## config.mk

```make
export PLATFORM = sky130hd
export DESIGN_NAME = snake_engine
export DESIGN_NICKNAME = d
export VERILOG_FILES = /design/src/rtl/snake_pkg.sv /design/src/rtl/snake_body_buf.sv /design/src/rtl/snake_engine.sv
export SDC_FILE = /design/constraint.sdc
export NUM_CORES = 2
export LEC_CHECK = 0
export CAP_MARGIN = 10
export CORE_MARGIN = 4
export CORE_UTILIZATION = 60
export CTS_CLUSTER_SIZE = 8
export DETAILED_ROUTE_END_ITERATION = 7
export PLACE_DENSITY_LB_ADDON = 0.08
export REMOVE_ABC_BUFFERS = 1
export SETUP_SLACK_MARGIN = 0.2
export SYNTH_ARGS = -nofsm -noshare
export SYNTH_HDL_FRONTEND = slang
export SYNTH_SLANG_ARGS = --single-unit
```

## constraint.sdc

```tcl
create_clock -name clk_100MHz -period 13.25 [get_ports clk_100MHz]
set_input_delay 2.65 -clock clk_100MHz [delete_from_list [all_inputs] [get_ports clk_100MHz]]
set_output_delay 2.65 -clock clk_100MHz [all_outputs]
set_load 0.1 [all_outputs]
```

## src/rtl/snake_pkg.sv

```systemverilog
// Shared types for the snake engine: directions, FSM states, segment record.
package snake_pkg;

  localparam int COORD_W = 5;

  typedef enum logic [1:0] {
    DIR_UP,
    DIR_DOWN,
    DIR_LEFT,
    DIR_RIGHT
  } dir_e;

  typedef enum logic [2:0] {
    ST_IDLE,
    ST_RUN,
    ST_SCAN,
    ST_MOVE,
    ST_OVER
  } state_e;

  // One body cell; 10 bits per entry in the segment buffer.
  typedef struct packed {
    logic [COORD_W-1:0] y;
    logic [COORD_W-1:0] x;
  } seg_t;

  function automatic dir_e reverse_dir(input dir_e d);
    case (d)
      DIR_UP:   reverse_dir = DIR_DOWN;
      DIR_DOWN: reverse_dir = DIR_UP;
      DIR_LEFT: reverse_dir = DIR_RIGHT;
      default:  reverse_dir = DIR_LEFT;
    endcase
  endfunction

endpackage

```

## src/rtl/snake_body_buf.sv

```systemverilog
// Circular segment buffer. Segment i lives at (head_ptr - i) mod MAX_LEN, so a
// move is a pointer increment plus one write; the old tail is overwritten only
// when the buffer is full.
module snake_body_buf
  import snake_pkg::*;
#(
  parameter int GRID_W   = 32,
  parameter int GRID_H   = 24,
  parameter int MAX_LEN  = 64,
  parameter int INIT_LEN = 3,
  parameter int IDX_W    = $clog2(MAX_LEN)
) (
  input  logic             clk,
  input  logic             reset,
  input  logic             init,
  input  logic             wr_en,
  input  seg_t             wr_seg,
  input  logic [IDX_W-1:0] scan_idx,
  output seg_t             scan_seg,
  output seg_t             head_seg,
  input  logic [IDX_W-1:0] rd_idx,
  input  logic [IDX_W:0]   rd_len,
  output seg_t             rd_seg,
  output logic             rd_valid
);

  localparam logic [IDX_W-1:0] INIT_PTR = IDX_W'(INIT_LEN - 1);

  seg_t             mem_q    [MAX_LEN];
  seg_t             mem_d    [MAX_LEN];
  seg_t             init_mem [MAX_LEN];
  logic [IDX_W-1:0] head_ptr_q, head_ptr_d;
  logic [IDX_W-1:0] wr_ptr;
  logic [IDX_W-1:0] scan_ptr;
  logic [IDX_W-1:0] rd_ptr;
  seg_t             rd_seg_q, rd_seg_d;
  logic             rd_valid_q, rd_valid_d;

  // Starting snake: horizontal line ending at the grid centre, head rightmost.
  always_comb begin
    for (int j = 0; j < MAX_LEN; j++) begin
      init_mem[j] = '0;
      if (j < INIT_LEN) begin
        init_mem[j].x = COORD_W'(GRID_W / 2 - (INIT_LEN - 1) + j);
        init_mem[j].y = COORD_W'(GRID_H / 2);
      end
    end
  end

  // Body update: full reload on start, otherwise push a new head on wr_en.
  always_comb begin
    mem_d      = mem_q;
    head_ptr_d = head_ptr_q;
    wr_ptr     = head_ptr_q + IDX_W'(1);
    if (init) begin
      mem_d      = init_mem;
      head_ptr_d = INIT_PTR;
    end else if (wr_en) begin
      head_ptr_d    = wr_ptr;
      mem_d[wr_ptr] = wr_seg;
    end
  end

  assign scan_ptr = head_ptr_q - scan_idx;
  assign rd_ptr   = head_ptr_q - rd_idx;
  assign scan_seg = mem_q[scan_ptr];
  assign head_seg = mem_q[head_ptr_q];

  // Renderer read port; reads pre-update contents so a MOVE-cycle read sees the old body.
  always_comb begin
    rd_seg_d   = mem_q[rd_ptr];
    rd_valid_d = ({1'b0, rd_idx} < rd_len);
  end

  // Storage and read-port registers.
  always_ff @(posedge clk) begin
    if (reset) begin
      mem_q      <= init_mem;
      head_ptr_q <= INIT_PTR;
      rd_seg_q   <= '0;
      rd_valid_q <= 1'b0;
    end else begin
      mem_q      <= mem_d;
      head_ptr_q <= head_ptr_d;
      rd_seg_q   <= rd_seg_d;
      rd_valid_q <= rd_valid_d;
    end
  end

  assign rd_seg   = rd_seg_q;
  assign rd_valid = rd_valid_q;

endmodule

```

## src/rtl/snake_engine.sv

```systemverilog
// Snake movement engine: direction latch, tick-driven step, wall check, serial
// self-collision scan and body growth. game_tick is a one-cycle strobe with no
// back-pressure; a tick arriving outside RUN is dropped, never queued.
module snake_engine
  import snake_pkg::*;
#(
  parameter int GRID_W   = 32,
  parameter int GRID_H   = 24,
  parameter int MAX_LEN  = 64,
  parameter int INIT_LEN = 3
) (
  input  logic                       clk_100MHz,
  input  logic                       reset,
  input  logic                       game_tick,
  input  logic                       start,
  input  logic                       btn_up,
  input  logic                       btn_down,
  input  logic                       btn_left,
  input  logic                       btn_right,
  input  logic [COORD_W-1:0]         food_x,
  input  logic [COORD_W-1:0]         food_y,
  input  logic [$clog2(MAX_LEN)-1:0] seg_idx,
  output logic [COORD_W-1:0]         seg_x,
  output logic [COORD_W-1:0]         seg_y,
  output logic                       seg_valid,
  output logic [COORD_W-1:0]         head_x,
  output logic [COORD_W-1:0]         head_y,
  output logic [$clog2(MAX_LEN):0]   length,
  output logic                       ate,
  output logic                       running,
  output logic                       game_over,
  output logic [2:0]                 dbg_state
);

  localparam int IDX_W = $clog2(MAX_LEN);
  localparam int LEN_W = IDX_W + 1;

  state_e           state_q, state_d;
  dir_e             dir_q, dir_d;
  dir_e             last_dir_q, last_dir_d;
  logic [LEN_W-1:0] length_q, length_d;
  logic [LEN_W-1:0] scan_idx_q, scan_idx_d;
  logic [LEN_W-1:0] scan_last;
  logic             grow_q, grow_d;
  seg_t             next_q, next_d;
  logic             ate_q, ate_d;

  logic             init;
  logic             wr_en;
  seg_t             head_seg;
  seg_t             scan_seg;
  seg_t             rd_seg;
  seg_t             step_seg;
  seg_t             food;
  logic             hit_wall;
  logic             btn_valid;
  dir_e             btn_dir;
  dir_e             ref_dir;

  snake_body_buf #(
    .GRID_W  (GRID_W),
    .GRID_H  (GRID_H),
    .MAX_LEN (MAX_LEN),
    .INIT_LEN(INIT_LEN)
  ) u_body (
    .clk     (clk_100MHz),
    .reset   (reset),
    .init    (init),
    .wr_en   (wr_en),
    .wr_seg  (next_q),
    .scan_idx(scan_idx_q[IDX_W-1:0]),
    .scan_seg(scan_seg),
    .head_seg(head_seg),
    .rd_idx  (seg_idx),
    .rd_len  (length_q),
    .rd_seg  (rd_seg),
    .rd_valid(seg_valid)
  );

  assign food = '{y: food_y, x: food_x};

  // Button priority up > down > left > right.
  always_comb begin
    btn_valid = 1'b1;
    btn_dir   = DIR_RIGHT;
    if (btn_up)         btn_dir = DIR_UP;
    else if (btn_down)  btn_dir = DIR_DOWN;
    else if (btn_left)  btn_dir = DIR_LEFT;
    else if (btn_right) btn_dir = DIR_RIGHT;
    else                btn_valid = 1'b0;
  end

  // Candidate head for the pending direction and whether it leaves the grid.
  always_comb begin
    step_seg = head_seg;
    hit_wall = 1'b0;
    case (dir_q)
      DIR_UP: begin
        hit_wall   = (head_seg.y == '0);
        step_seg.y = head_seg.y - COORD_W'(1);
      end
      DIR_DOWN: begin
        hit_wall   = (head_seg.y == COORD_W'(GRID_H - 1));
        step_seg.y = head_seg.y + COORD_W'(1);
      end
      DIR_LEFT: begin
        hit_wall   = (head_seg.x == '0);
        step_seg.x = head_seg.x - COORD_W'(1);
      end
      default: begin
        hit_wall   = (head_seg.x == COORD_W'(GRID_W - 1));
        step_seg.x = head_seg.x + COORD_W'(1);
      end
    endcase
  end

  // In the tick cycle the move about to happen is dir_q, so reversals are judged against it.
  assign ref_dir   = game_tick ? dir_q : last_dir_q;
  // Tail cell is excluded when not growing because it is vacated by this move.
  assign scan_last = grow_q ? (length_q - LEN_W'(1)) : (length_q - LEN_W'(2));

  // FSM next-state and datapath control.
  always_comb begin
    state_d    = state_q;
    dir_d      = dir_q;
    last_dir_d = last_dir_q;
    length_d   = length_q;
    scan_idx_d = scan_idx_q;
    grow_d     = grow_q;
    next_d     = next_q;
    ate_d      = 1'b0;
    init       = 1'b0;
    wr_en      = 1'b0;
    case (state_q)
      ST_IDLE, ST_OVER: begin
        if (start) begin
          init       = 1'b1;
          dir_d      = DIR_RIGHT;
          last_dir_d = DIR_RIGHT;
          length_d   = LEN_W'(INIT_LEN);
          grow_d     = 1'b0;
          state_d    = ST_RUN;
        end
      end
      ST_RUN: begin
        if (btn_valid && (btn_dir != reverse_dir(ref_dir))) dir_d = btn_dir;
        if (game_tick) begin
          last_dir_d = dir_q;
          if (hit_wall) begin
            state_d = ST_OVER;
          end else begin
            next_d     = step_seg;
            grow_d     = (step_seg == food);
            scan_idx_d = '0;
            state_d    = ST_SCAN;
          end
        end
      end
      ST_SCAN: begin
        if (scan_seg == next_q)          state_d = ST_OVER;
        else if (scan_idx_q == scan_last) state_d = ST_MOVE;
        else                              scan_idx_d = scan_idx_q + LEN_W'(1);
      end
      ST_MOVE: begin
        wr_en = 1'b1;
        if (grow_q) begin
          ate_d = 1'b1;
          if (length_q != LEN_W'(MAX_LEN)) length_d = length_q + LEN_W'(1);
        end
        state_d = ST_RUN;
      end
      default: state_d = ST_IDLE;
    endcase
  end

  // FSM and control registers.
  always_ff @(posedge clk_100MHz) begin
    if (reset) begin
      state_q    <= ST_IDLE;
      dir_q      <= DIR_RIGHT;
      last_dir_q <= DIR_RIGHT;
      length_q   <= LEN_W'(INIT_LEN);
      scan_idx_q <= '0;
      grow_q     <= 1'b0;
      next_q     <= '0;
      ate_q      <= 1'b0;
    end else begin
      state_q    <= state_d;
      dir_q      <= dir_d;
      last_dir_q <= last_dir_d;
      length_q   <= length_d;
      scan_idx_q <= scan_idx_d;
      grow_q     <= grow_d;
      next_q     <= next_d;
      ate_q      <= ate_d;
    end
  end

  assign head_x    = head_seg.x;
  assign head_y    = head_seg.y;
  assign seg_x     = rd_seg.x;
  assign seg_y     = rd_seg.y;
  assign length    = length_q;
  assign ate       = ate_q;
  assign running   = (state_q == ST_RUN) || (state_q == ST_SCAN) || (state_q == ST_MOVE);
  assign game_over = (state_q == ST_OVER);
  assign dbg_state = state_q;

endmodule

```

==> summary.txt <==
Synth
  • Post-Syn Instances: 3917
  • Fraction of the yosys area taken by sequential cells: 32.5%
  • Cell with the most instances after synthesis: nor2_1
  • Top_reg_cell synth: dfxtp_1
  • Synth area leader: dfxtp_1
  • FF+latch count, synth: 690
  • Syn. warnings: 0
  • Top cells by count, synth: nor2_1 (748), mux2i_1 (708), dfxtp_1 (690)
  • Async set or reset register ratio after synthesis: 0%
  • Synth cell types: 85
  • Area contributors post-synth: dfxtp_1 (32%), mux4_2 (27%), mux2i_1 (17%), nor2_1 (6.6%), nand2_1 (2.0%)
  • Post-synth EDFFs: 0
  • Mean post-synth cell area: 10.9 sq um
  • Cell Area, Synth: 42500 sq um
  • Synth top area share: 32.5%

Finish
  • P&R area growth vs syn: 8.46%
  • Layout cells sized above 1: 21.1%
  • Diodes inserted: 0
  • Layout Cells excl Fill: 4759
  • FILL cells: 5424
  • Final Net Count: 3866

Placement
  • GP Congestion: 0.951
  • DP HPWL: 94500 um
  • Port bufs: 57
  • Place WS: 5.38 ns
  • Placed Instances: 4649

Worst setup path
  • Kind of critical path: flip-flop to output port
  • Arr. time, crit path: 5.61 ns
  • Worst endpoint required time: 10.60 ns
  • Slowest-stage cell, CP: clkdlybuf4s50_1
  • CP Cell Sequence: buf_4, buf_4, mux4_2, o22ai_1, a211oi_1, a211oi_2, a31oi_2, clkdlybuf4s50_1
  • Worst path max stage delay: 1.27 ns
  • CP Capture Type: output port
  • Startpoint Class: flip-flop
  • Worst path most repeated cell: buf_4
  • CP Max Fanout: 40

Global routing
  • GRT Overall Usage: 40.3%
  • First-pass GRT wire length: 225000 um
  • Grt ovf: 0
  • Largest net degree at the start of global routing: 257
  • Initial antenna violation count: 0
  • Vias in the first global route: 34172

Timing
  • Worst rel slew slack: 9.12%
  • Final Slew Violations: 0
  • Fin crit period: 8.26 ns
  • Max Freq: 0.121 GHz
  • TNS Setup: 0 ns
  • Final period utilization: 62.4%
  • # setup viols final: 0
  • Final Hold Viols: 0
  • Clock Skew: 0.0238 ns
  • Unrepaired setup endpoints after global routing: false
  • Setup ws final: 4.99 ns
  • Worst Tran Pin Value: 1.36 ns

Power and ir drop
  • Power Total: 4.83 mW
  • VDD IR max: 0.101 mV
  • Power density cells: 105 nW/um^2
  • Static leakage: 16.4 nW

Route
  • First drt pass iteration count: 8
  • ANT nets after route: 0
  • Routed WL: 152000 um
  • DR vias/cell: 7.29
  • Routed wire per std cell: 32.0 um
  • Vias: 34675
  • First DRT Iteration DRCs: 5415
  • # DRC: 0

Clock network
  • Hold buffers post-CTS: 0
  • Clk root buf: clkbuf_16
  • Post-CTS Setup Repair Bufs: 0
  • Clock Latency Late Sink: 0.65 ns
  • Clk buf depth: 3
  • CTS buffer count: 96
  • Clock transition at path regs: 0.06 ns
  • Clk sinks: 690
  • CTS resizes: 0
  • CTS tree: done
  • CTS H-tree lvls: 3

Die
  • Die height: 274 um
  • Row count: 97
  • IO Count: 58
  • Chip Width: 274 um
  • Die ar.: 75200 sq um
  • Core Area: 70100 sq um
  • Starting Density: 60.6%

Run
  • Max-cap violations: 0

Outcome
  • Outcome: finished clean

Worst hold path
  • Worst Hold Class: flip-flop to flip-flop
cell usage in the layout, fill, tap and decap left out, types with 31 or more instances in the layout:
master and instances:
clkbuf_16 98, mux2i_1 708, mux4_2 507, nor2_2 32, nor2_1 748, xnor2_1 33
nor3_1 31, dfxtp_1 676, nand2_1 225, nand3_1 54, buf_4 86, a21oi_1 75
clkdlybuf4s50_1 57
cells by family (layout without fill, tap and decap cells):
group	Yosys count	after routing	share of synthesized area, %
AO/OA/AOI/OAI	281	281	4.57
XOR/XNOR	70	70	1.50
adder cells (fa/ha/maj)	33	33	1.04
buffers and inverters	390	292	4.22
flip-flops	690	690	32.5
multiplexers	1230	1230	43.9
AND/OR/NAND/NOR	1223	1223	12.2
where the power goes:
part | switching [mW] | total, mW | internal (mW)
logic | 0.358 | 0.521 | 0.163
clock network | 0.908 | 2.21 | 1.30
registers | 0.0139 | 2.10 | 2.08
routing by layer:
layer  share of wire (%)  global-route usage (%)
met4                 8.0                    26.6
met5                   0                       0
met3                  14                    13.2
met2                  42                    58.0
met1                  36                    51.9
cell type report:
| class | count | area, sq um | area share [%] |
|---|---|---|---|
| Multi-Input combinational cell | 2837 | 27100 | 58.7 |
| Sequential cell | 690 | 13800 | 30.0 |
| Clock buffer | 106 | 2490 | 5.40 |
| Timing Repair Buffer | 151 | 1380 | 2.98 |
| Tap cell | 940 | 1180 | 2.55 |
| Inverter | 33 | 124 | 0.269 |
| Clock inverter | 2 | 36.3 | 0.0787 |
state kept, by name (all words and copies together) (netlist names):
register	count
u_body.mem_q	640
u_body.head_ptr_q	6
ate	1
next_q	10
u_body.rd_seg	10
last_dir_q	2
length	7
scan_idx_q	7
grow_q	1
dbg_state	3
dir_q	2
u_body.rd_valid	1
path summary, 6_finish.rpt:
| path | startpoint | end | slack (ns) | cells past startpoint |
|---|---|---|---|---|
| worst max-delay path | u_body.head_ptr_q[1]$_SDFFE_PP1P_ | head_y[0] | 4.99 | 8 |
| worst min-delay path | last_dir_q[1]$_SDFFE_PP1P_ | last_dir_q[1]$_SDFFE_PP1P_ | 0.48 | 2 |
| worst max register to register | u_body.head_ptr_q[0]$_SDFFE_PP0P_ | scan_idx_q[1]$_SDFFE_PP0P_ | 5.82 | 14 |
| worst min register to register | last_dir_q[1]$_SDFFE_PP1P_ | last_dir_q[1]$_SDFFE_PP1P_ | 0.48 | 2 |
through the flow:
stage	utilization, %	hold WS (ns)	area, sq um
floorplan	-	0.441	40900
finish	65.8	0.482	46100
global placement	62.1	0.462	43600
CTS	65.7	0.481	46100
global route	65.8	0.504	46100
detailed placement	62.1	0.467	43600
critical path: cells and delay by family (launching register included):
kind / cells / cell delay (ns)
AOI/OAI and AO/OA: 4 / 1.21
buffers and inverters: 3 / 2.68
DFF: 1 / 0.68
muxes: 1 / 0.33
No activity file was read; power rests on OpenSTA's default activity.
